`src/rtl/pe_mult_float_pipe.sv`:
```
// Three-stage pipelined floating-point multiplier (generic exponent/mantissa widths) with
// round-to-nearest-even, DAZ/FTZ, special-value handling and per-result status flags.
module pe_mult_float_pipe #(
    parameter int EXP_W  = 8,
    parameter int MANT_W = 23
) (
    input  logic                  clk,
    input  logic                  rst_n,
    input  logic                  in_valid,
    output logic                  in_ready,
    input  logic [EXP_W+MANT_W:0] a,
    input  logic [EXP_W+MANT_W:0] b,
    output logic                  out_valid,
    input  logic                  out_ready,
    output logic [EXP_W+MANT_W:0] m,
    output logic [3:0]            flags
);
    localparam int W  = 1 + EXP_W + MANT_W;
    localparam int EW = EXP_W + 2;
    localparam int SW = MANT_W + 1;
    localparam int PW = 2 * SW;
    localparam logic [EW-1:0]    BIAS     = EW'((1 << (EXP_W - 1)) - 1);
    localparam logic [EXP_W-1:0] EXP_ONES = '1;
    localparam logic [W-1:0]     QNAN     = {1'b0, EXP_ONES, 1'b1, {(MANT_W-1){1'b0}}};

    // Whole pipeline stalls as one unit while the output register is held.
    logic advance;
    assign advance  = !out_valid || out_ready;
    assign in_ready = advance;

    logic [W-1:0]     op      [2];
    logic [EXP_W-1:0] op_exp  [2];
    logic [SW-1:0]    op_sig  [2];
    logic [1:0]       op_sign;
    logic [1:0]       op_zero;
    logic [1:0]       op_inf;
    logic [1:0]       op_nan;

    assign op[0] = a;
    assign op[1] = b;

    genvar gi;
    generate
        for (gi = 0; gi < 2; gi++) begin : g_unpack
            logic [MANT_W-1:0] frac;
            assign frac        = op[gi][MANT_W-1:0];
            assign op_sign[gi] = op[gi][W-1];
            assign op_exp[gi]  = op[gi][W-2:MANT_W];
            // Subnormals classify as zero (denormals-are-zero).
            assign op_zero[gi] = (op_exp[gi] == '0);
            assign op_inf[gi]  = (op_exp[gi] == EXP_ONES) && (frac == '0);
            assign op_nan[gi]  = (op_exp[gi] == EXP_ONES) && (frac != '0);
            assign op_sig[gi]  = {1'b1, frac};
        end
    endgenerate

    // Stage 1: classify, sign, biased exponent sum
    logic          s1_sign_next;
    logic          s1_invalid_next;
    logic          s1_inf_next;
    logic          s1_zero_next;
    logic [EW-1:0] s1_exp_next;

    always_comb begin
        s1_sign_next    = op_sign[0] ^ op_sign[1];
        s1_invalid_next = (|op_nan) || (op_inf[0] && op_zero[1]) || (op_inf[1] && op_zero[0]);
        s1_inf_next     = |op_inf;
        s1_zero_next    = |op_zero;
        s1_exp_next     = {2'b00, op_exp[0]} + {2'b00, op_exp[1]} - BIAS;
    end

    logic          s1_valid_reg;
    logic          s1_sign_reg;
    logic          s1_invalid_reg;
    logic          s1_inf_reg;
    logic          s1_zero_reg;
    logic [EW-1:0] s1_exp_reg;
    logic [SW-1:0] s1_sig_a_reg;
    logic [SW-1:0] s1_sig_b_reg;

    always_ff @(posedge clk or negedge rst_n) begin
        if (!rst_n) begin
            s1_valid_reg   <= 1'b0;
            s1_sign_reg    <= 1'b0;
            s1_invalid_reg <= 1'b0;
            s1_inf_reg     <= 1'b0;
            s1_zero_reg    <= 1'b0;
            s1_exp_reg     <= '0;
            s1_sig_a_reg   <= '0;
            s1_sig_b_reg   <= '0;
        end else if (advance) begin
            s1_valid_reg   <= in_valid;
            s1_sign_reg    <= s1_sign_next;
            s1_invalid_reg <= s1_invalid_next;
            s1_inf_reg     <= s1_inf_next;
            s1_zero_reg    <= s1_zero_next;
            s1_exp_reg     <= s1_exp_next;
            s1_sig_a_reg   <= op_sig[0];
            s1_sig_b_reg   <= op_sig[1];
        end
    end

    // Stage 2: full significand product
    logic [PW-1:0] s2_prod_next;
    assign s2_prod_next = PW'(s1_sig_a_reg) * PW'(s1_sig_b_reg);

    logic          s2_valid_reg;
    logic          s2_sign_reg;
    logic          s2_invalid_reg;
    logic          s2_inf_reg;
    logic          s2_zero_reg;
    logic [EW-1:0] s2_exp_reg;
    logic [PW-1:0] s2_prod_reg;

    always_ff @(posedge clk or negedge rst_n) begin
        if (!rst_n) begin
            s2_valid_reg   <= 1'b0;
            s2_sign_reg    <= 1'b0;
            s2_invalid_reg <= 1'b0;
            s2_inf_reg     <= 1'b0;
            s2_zero_reg    <= 1'b0;
            s2_exp_reg     <= '0;
            s2_prod_reg    <= '0;
        end else if (advance) begin
            s2_valid_reg   <= s1_valid_reg;
            s2_sign_reg    <= s1_sign_reg;
            s2_invalid_reg <= s1_invalid_reg;
            s2_inf_reg     <= s1_inf_reg;
            s2_zero_reg    <= s1_zero_reg;
            s2_exp_reg     <= s1_exp_reg;
            s2_prod_reg    <= s2_prod_next;
        end
    end

    // Stage 3: normalise, round to nearest even, range check, pack
    logic              norm_hi;
    logic              guard_bit;
    logic              sticky_bit;
    logic              round_up;
    logic              inexact;
    logic              exp_ovf;
    logic              exp_unf;
    logic [MANT_W-1:0] mant_keep;
    logic [MANT_W-1:0] mant_fin;
    logic [MANT_W:0]   mant_rnd;
    logic [EW-1:0]     exp_adj;
    logic [EW-1:0]     exp_fin;
    logic [W-1:0]      m_next;
    logic [3:0]        flags_next;

    always_comb begin
        norm_hi = s2_prod_reg[PW-1];
        if (norm_hi) begin
            mant_keep  = s2_prod_reg[PW-2 -: MANT_W];
            guard_bit  = s2_prod_reg[MANT_W];
            sticky_bit = |s2_prod_reg[MANT_W-1:0];
            exp_adj    = s2_exp_reg + EW'(1);
        end else begin
            mant_keep  = s2_prod_reg[PW-3 -: MANT_W];
            guard_bit  = s2_prod_reg[MANT_W-1];
            sticky_bit = |s2_prod_reg[MANT_W-2:0];
            exp_adj    = s2_exp_reg;
        end

        round_up = guard_bit && (sticky_bit || mant_keep[0]);
        inexact  = guard_bit || sticky_bit;
        mant_rnd = {1'b0, mant_keep} + {{MANT_W{1'b0}}, round_up};

        // Rounding past all-ones mantissa renormalises to the next binade.
        if (mant_rnd[MANT_W]) begin
            mant_fin = '0;
            exp_fin  = exp_adj + EW'(1);
        end else begin
            mant_fin = mant_rnd[MANT_W-1:0];
            exp_fin  = exp_adj;
        end

        exp_unf = exp_fin[EW-1] || (exp_fin == '0);
        exp_ovf = !exp_fin[EW-1] && (exp_fin[EW-2:0] >= {1'b0, EXP_ONES});

        if (s2_invalid_reg) begin
            m_next     = QNAN;
            flags_next = 4'b1000;
        end else if (s2_inf_reg) begin
            m_next     = {s2_sign_reg, EXP_ONES, {MANT_W{1'b0}}};
            flags_next = 4'b0000;
        end else if (s2_zero_reg) begin
            m_next     = {s2_sign_reg, {(W-1){1'b0}}};
            flags_next = 4'b0000;
        end else if (exp_ovf) begin
            m_next     = {s2_sign_reg, EXP_ONES, {MANT_W{1'b0}}};
            flags_next = 4'b0101;
        end else if (exp_unf) begin
            m_next     = {s2_sign_reg, {(W-1){1'b0}}};
            flags_next = 4'b0011;
        end else begin
            m_next     = {s2_sign_reg, exp_fin[EXP_W-1:0], mant_fin};
            flags_next = {3'b000, inexact};
        end
    end

    always_ff @(posedge clk or negedge rst_n) begin
        if (!rst_n) begin
            out_valid <= 1'b0;
            m         <= '0;
            flags     <= 4'b0000;
        end else if (advance) begin
            out_valid <= s2_valid_reg;
            m         <= s2_valid_reg ? m_next : '0;
            flags     <= s2_valid_reg ? flags_next : 4'b0000;
        end
    end

endmodule

```
`config.mk`:
```
export PLATFORM = sky130hd
export DESIGN_NAME = pe_mult_float_pipe
export DESIGN_NICKNAME = d
export VERILOG_FILES = /design/src/rtl/pe_mult_float_pipe.sv
export SDC_FILE = /design/constraint.sdc
export NUM_CORES = 2
export LEC_CHECK = 0
export ABC_AREA = 1
export CAP_MARGIN = 20
export CORE_UTILIZATION = 45
export DETAILED_ROUTE_END_ITERATION = 8
export GPL_ROUTABILITY_DRIVEN = 0
export PLACE_DENSITY = 0.74
export SETUP_SLACK_MARGIN = 0.1
export SLEW_MARGIN = 30
export SYNTH_ARGS = -nofsm -noshare
export SYNTH_HDL_FRONTEND = slang
export SYNTH_SLANG_ARGS = --single-unit
export TNS_END_PERCENT = 1
```
`constraint.sdc`:
```
create_clock -name clk -period 14.6 [get_ports clk]
set_input_delay 2.19 -clock clk [delete_from_list [all_inputs] [get_ports clk]]
set_output_delay 2.19 -clock clk [all_outputs]
set_load 0.02 [all_outputs]
```
**Yosys cells after proc, flatten, opt, wreduce, memory -nomap -nowiden**

Index checks and enable logic that the tools add are counted.

- Register bits: 163
- Input bits: 68
- Output and inout bits: 38
- Logic and storage cells: 74

- Add/subtract/negate cells: 5
- Multiply operators: 1
- Magnitude comparators: 1
- Equal/unequal tests: 2
- Mux-type cells: 18
- Bitwise operators: 1
- Reduce and logical (&&, ||, !) cells: 28

Operator list:

| kind | number |
|---|---|
| $mux 31 | 4 |
| $mux 32 | 2 |
| $mul 24x24->48 | 1 |
| $logic_not 23->1 | 2 |
| $mux 23 | 2 |
| $reduce_bool 23->1 | 2 |
| $add 23x1->24 | 1 |
| $reduce_or 23->1 | 1 |
| $reduce_or 22->1 | 1 |
| $add 10x1->10 const B | 2 |
| $mux 10 | 2 |
| $eq 8x8->1 const B | 2 |
| $logic_not 8->1 | 2 |
| $logic_not 10->1 | 1 |
| $sub 9x7->10 const B | 1 |
| $add 8x8->9 | 1 |
| $ge 9x8->1 const B | 1 |
| $mux 3 | 3 |
| $logic_and 1x1->1 | 8 |
| $mux 4 | 2 |
| $logic_or 1x1->1 | 6 |
| $reduce_or 2->1 | 3 |
| $logic_not 1->1 | 2 |
| $mux 1 | 2 |
| other kinds (2) | 2 |

**Depth between registers and ports, before layout**

- Word-level depth: 14
- Gate-level depth with buffers: 33
- Mapped depth without buffers: 31

**Worst setup path after synthesis**

No wires, ideal clock.

- Kind: reg-to-reg
- From: register s1_sig_b_reg[3]
- To: register s2_prod_reg[41]
- Setup time: 0.130 ns
- Arrival: 6.347 ns
- Data required time: 14.470 ns
- Path slack: 8.123 ns
- Stages on the path, launching flop included: 31
- Path buffers: 2
- Clock period less this slack: 6.477 ns
- Path through: dfrtp_1 > clkbuf_1 > clkbuf_1 > nand2_1 > fa_1 > inv_1 > fa_1 > inv_1 > fa_1 > inv_1 > fa_1 > inv_1 > fa_1 > inv_1 > fa_1 > inv_1 > fa_1 > inv_1 > ha_1 > a21oi_1 > inv_1 > a21oi_1 > o21ai_0 > nand2_1 > nand2_1 > a21oi_1 > o21bai_1 > a21o_1 > or2_2 > nand3_1 > o21ai_0

- Word-level cells in the longest chain between the ends: 1

RTL lines:

| item | RTL line | source |
|---|---|---|
| start: declaration | 79 | `logic [SW-1:0] s1_sig_b_reg;` |
| start signal: assignment | 99 | `s1_sig_b_reg <= op_sig[1];` |
| $mul 24x24->48 | 105 | `assign s2_prod_next = PW'(s1_sig_a_reg) * PW'(s1_sig_b_reg);` |
| end signal: assignment | 131 | `s2_prod_reg <= s2_prod_next;` |
| end: declaration | 113 | `logic [PW-1:0] s2_prod_reg;` |

No other way between the ends.
A chain may end at the register's enable or synchronous reset.

**Worst setup path after layout**

- From: register s1_sig_b_reg[10]
- To: register s2_prod_reg[40]

The elaborated chain is that of the path after synthesis.

==> reports/results.txt <==
number of violations reported at the end of detailed-routing iteration 0 -> 1884
total routed wirelength -> 70.0 mm
sequential fraction of the synthesis area -> 0.143
endpoints failing setup -> 0
number of placement rows -> 91
total nets after synthesis -> 4482
number of global-route vias before repair -> 22900
Layout area overhead -> 7.68%
number of instances in the placed design -> 4527
RSZ-0062 raised after global routing -> no
clock-pin transition on the worst setup and hold timing paths -> 0.08 ns
Overflow after GRT -> 0
required arrival time at the worst endpoint -> 14.94 ns
routed wirelength normalized by instance count -> 15.4 um
residual DRC count -> 0
largest driver fanout on the critical path -> 25
number of buffers added by the clock tree synthesis step -> 17
Buffers on Ports -> 105
flip-flop count of the largest register, all copies and words added -> 48
number of flops mapped to enable cells by yosys -> 0
antenna violations before repair -> 0
post-layout minimum cycle time -> 7.29 ns
half-perimeter wire length of the detailed placement result -> 56.7 mm
Crit Path Class -> flop to flop
number of optimization iterations in the first detailed-route pass -> 5
pin count of the biggest net entering global routing -> 122
postcts setup bufs -> 0
Clock Sink Count -> 162
clock latency at the later pin of the worst-skew pair -> 0.50 ns
Die X-Extent -> 253 um
slew at the pin closest to its max-slew limit -> 1.06 ns
number of buffers inserted for hold repair after clock tree synthesis -> 0
FF+latch count, synth -> 162
starting density of the core -> 0.458
max-slew headroom at the worst pin -> 0.292
Max Root-Sink Buffers -> 2
setup_tns -> 0 ns
result of the run -> completed
number of gates given a new drive strength after cts -> 0
wire length of the first global-routing pass -> 119 mm
fraction of the cycle the final worst path needs -> 0.499
height of the die -> 253 um
Unique masters post-synth -> 50
total global-route track usage -> 0.235
type of element launching the critical path -> flop
antenna-violating nets left -> 0
final max-slew violation count -> 0
top flip-flop cell by instance count after synthesis -> sky130_fd_sc_hd__dfrtp_1
Via-to-Cell Ratio -> 4.94
final setup skew -> 0.0149 ns
die area -> 64000 um^2
final cell count without fillers -> 4559
CTS tree -> done
arrival time at the worst endpoint -> 7.63 ns
number of nets at the end of the flow -> 4453
endpoint type of the worst setup path -> flop
via count of the routed design -> 22500
core region area -> 61900 um^2
post-synthesis cell area -> 28400 um^2
Yosys warnings -> 0
Mean Syn Cell Area -> 7.59 um^2
Mapped Cells -> 3738
max cap viols -> 0
Post-Place Cell Area -> 29900 um^2
post-route cell area -> 30500 um^2
ports placed on the boundary -> 106
number of failing hold endpoints at the final stage -> 0
number of antenna repair diodes -> 0
share of flip-flops with an asynchronous set or reset -> 1.00
H-tree levels -> 4
worst hold path class -> flop to flop
layout cell share with drive strength beyond 1 -> 0.0430
root buffer cell -> sky130_fd_sc_hd__clkbuf_16
Achievable Freq -> 137 MHz
[cells in the final DEF (no fill, tap or decap), types with 6 or more instances in the layout]
cell type | netlist | final
sky130_fd_sc_hd__nor2_1 | 122 | 121
sky130_fd_sc_hd__nand2_1 | 1050 | 1050
sky130_fd_sc_hd__nor3_1 | 16 | 16
sky130_fd_sc_hd__nor4_1 | 15 | 15
sky130_fd_sc_hd__o21bai_1 | 6 | 6
sky130_fd_sc_hd__o21ai_2 | 26 | 26
sky130_fd_sc_hd__a31oi_1 | 19 | 19
sky130_fd_sc_hd__xor2_1 | 24 | 24
sky130_fd_sc_hd__buf_4 | 1 | 32
sky130_fd_sc_hd__xnor2_1 | 22 | 22
sky130_fd_sc_hd__inv_1 | 1020 | 1020
sky130_fd_sc_hd__nand3_1 | 56 | 56
sky130_fd_sc_hd__fa_1 | 483 | 483
sky130_fd_sc_hd__nor2_4 | 5 | 6
sky130_fd_sc_hd__clkdlybuf4s50_1 | 0 | 104
sky130_fd_sc_hd__nor2_2 | 8 | 8
sky130_fd_sc_hd__dfrtp_1 | 162 | 155
sky130_fd_sc_hd__nand2_2 | 12 | 12
sky130_fd_sc_hd__o21ai_0 | 149 | 149
sky130_fd_sc_hd__clkbuf_16 | 0 | 17
sky130_fd_sc_hd__a21oi_1 | 73 | 73
sky130_fd_sc_hd__ha_1 | 193 | 193
sky130_fd_sc_hd__dfrtp_2 | 0 | 7
sky130_fd_sc_hd__nand4_1 | 23 | 23
sky130_fd_sc_hd__or2_2 | 16 | 16
sky130_fd_sc_hd__o21a_1 | 7 | 7
sky130_fd_sc_hd__nand3_2 | 6 | 6
[synthesized netlist by cell type (all sizes together) (19+ instances only)]
library cell	count	area share
o21ai	180	0.035
nand3	64	0.013
xor2	24	0.0074
nand2	1064	0.14
inv	1026	0.14
dfrtp	162	0.14
clkbuf	173	0.023
xnor2	22	0.0068
ha	193	0.085
fa	483	0.34
nand4	24	0.0055
nor2	136	0.021
a21oi	73	0.013
a31oi	19	0.0042
[layer usage]
metal,GRT usage,wire (um)
met1,0.335,31500
met2,0.367,31900
met3,0.0417,5270
met4,0.0644,1370
met5,0,0
[stage by stage]
stage               worst slack, ns   util  hold WS, ns
floorplan                      8.12      -        0.432
global placement               7.48  0.483        0.450
detailed placement             7.35  0.483        0.464
CTS                            7.37  0.493        0.477
global route                   6.89  0.493        0.489
finish                         7.31  0.493        0.472
[layout make-up]
| class | count | area [um^2] |
|---|---|---|
| multi-input combinational | 2363 | 19700 |
| inverter | 1027 | 3860 |
| clock inverter | 15 | 171 |
| sequential | 162 | 4060 |
| timing repair buffer | 138 | 1300 |
| tap | 837 | 1050 |
| fill | 5976 | 31400 |
| clock buffer | 17 | 425 |
[cell families (layout without fill, tap and decap cells)]
logic type,after synthesis,after routing,share of synthesized area
compound gates,301,301,0.0602
buf+inv,1213,1197,0.164
fa+ha+maj,676,676,0.426
flops,162,162,0.143
simple gates,1340,1340,0.193
xor+xnor,46,46,0.0142
[critical path: stages (launching register included)]
cell                       delay, ns
sky130_fd_sc_hd__dfrtp_1        1.05
sky130_fd_sc_hd__nand2_1        0.17
sky130_fd_sc_hd__fa_1           0.53
sky130_fd_sc_hd__fa_1           0.54
sky130_fd_sc_hd__inv_1          0.06
sky130_fd_sc_hd__fa_1           0.50
sky130_fd_sc_hd__inv_1          0.06
sky130_fd_sc_hd__fa_1           0.53
sky130_fd_sc_hd__inv_1          0.06
sky130_fd_sc_hd__fa_1           0.45
sky130_fd_sc_hd__fa_1           0.51
sky130_fd_sc_hd__inv_1          0.09
sky130_fd_sc_hd__fa_1           0.49
sky130_fd_sc_hd__inv_1          0.04
sky130_fd_sc_hd__ha_1           0.33
sky130_fd_sc_hd__a21oi_1        0.17
sky130_fd_sc_hd__o21ai_0        0.14
sky130_fd_sc_hd__a21oi_1        0.16
sky130_fd_sc_hd__nand2_1        0.07
sky130_fd_sc_hd__a21oi_1        0.26
sky130_fd_sc_hd__o21bai_1       0.18
sky130_fd_sc_hd__nand2_1        0.09
sky130_fd_sc_hd__nand2_1        0.09
sky130_fd_sc_hd__nand2_1        0.07
sky130_fd_sc_hd__nand2_1        0.06
sky130_fd_sc_hd__or2_2          0.27
sky130_fd_sc_hd__nand3_1        0.07
sky130_fd_sc_hd__o21ai_0        0.09
[final timing paths]
check,from,endpoint,slack [ns],cells past startpoint
setup / recovery,s1_sig_b_reg[10]$_DFFE_PN0P_,s2_prod_reg[40]$_DFFE_PN0P_,7.31,27
hold / removal,s2_valid_reg$_DFFE_PN0P_,out_valid$_DFFE_PN0P_,0.47,2
setup reg to reg,s1_sig_b_reg[10]$_DFFE_PN0P_,s2_prod_reg[40]$_DFFE_PN0P_,7.31,27
hold reg to reg,s2_valid_reg$_DFFE_PN0P_,out_valid$_DFFE_PN0P_,0.47,2
max in group asynchronous,rst_n,s1_sig_b_reg[7]$_DFFE_PN0P_,11.00,3
min in group asynchronous,rst_n,m[29]$_DFFE_PN0P_,1.57,1
Power is not shown: default switching activity piles up to over one toggle a cycle in this logic, so the estimate is an artifact.
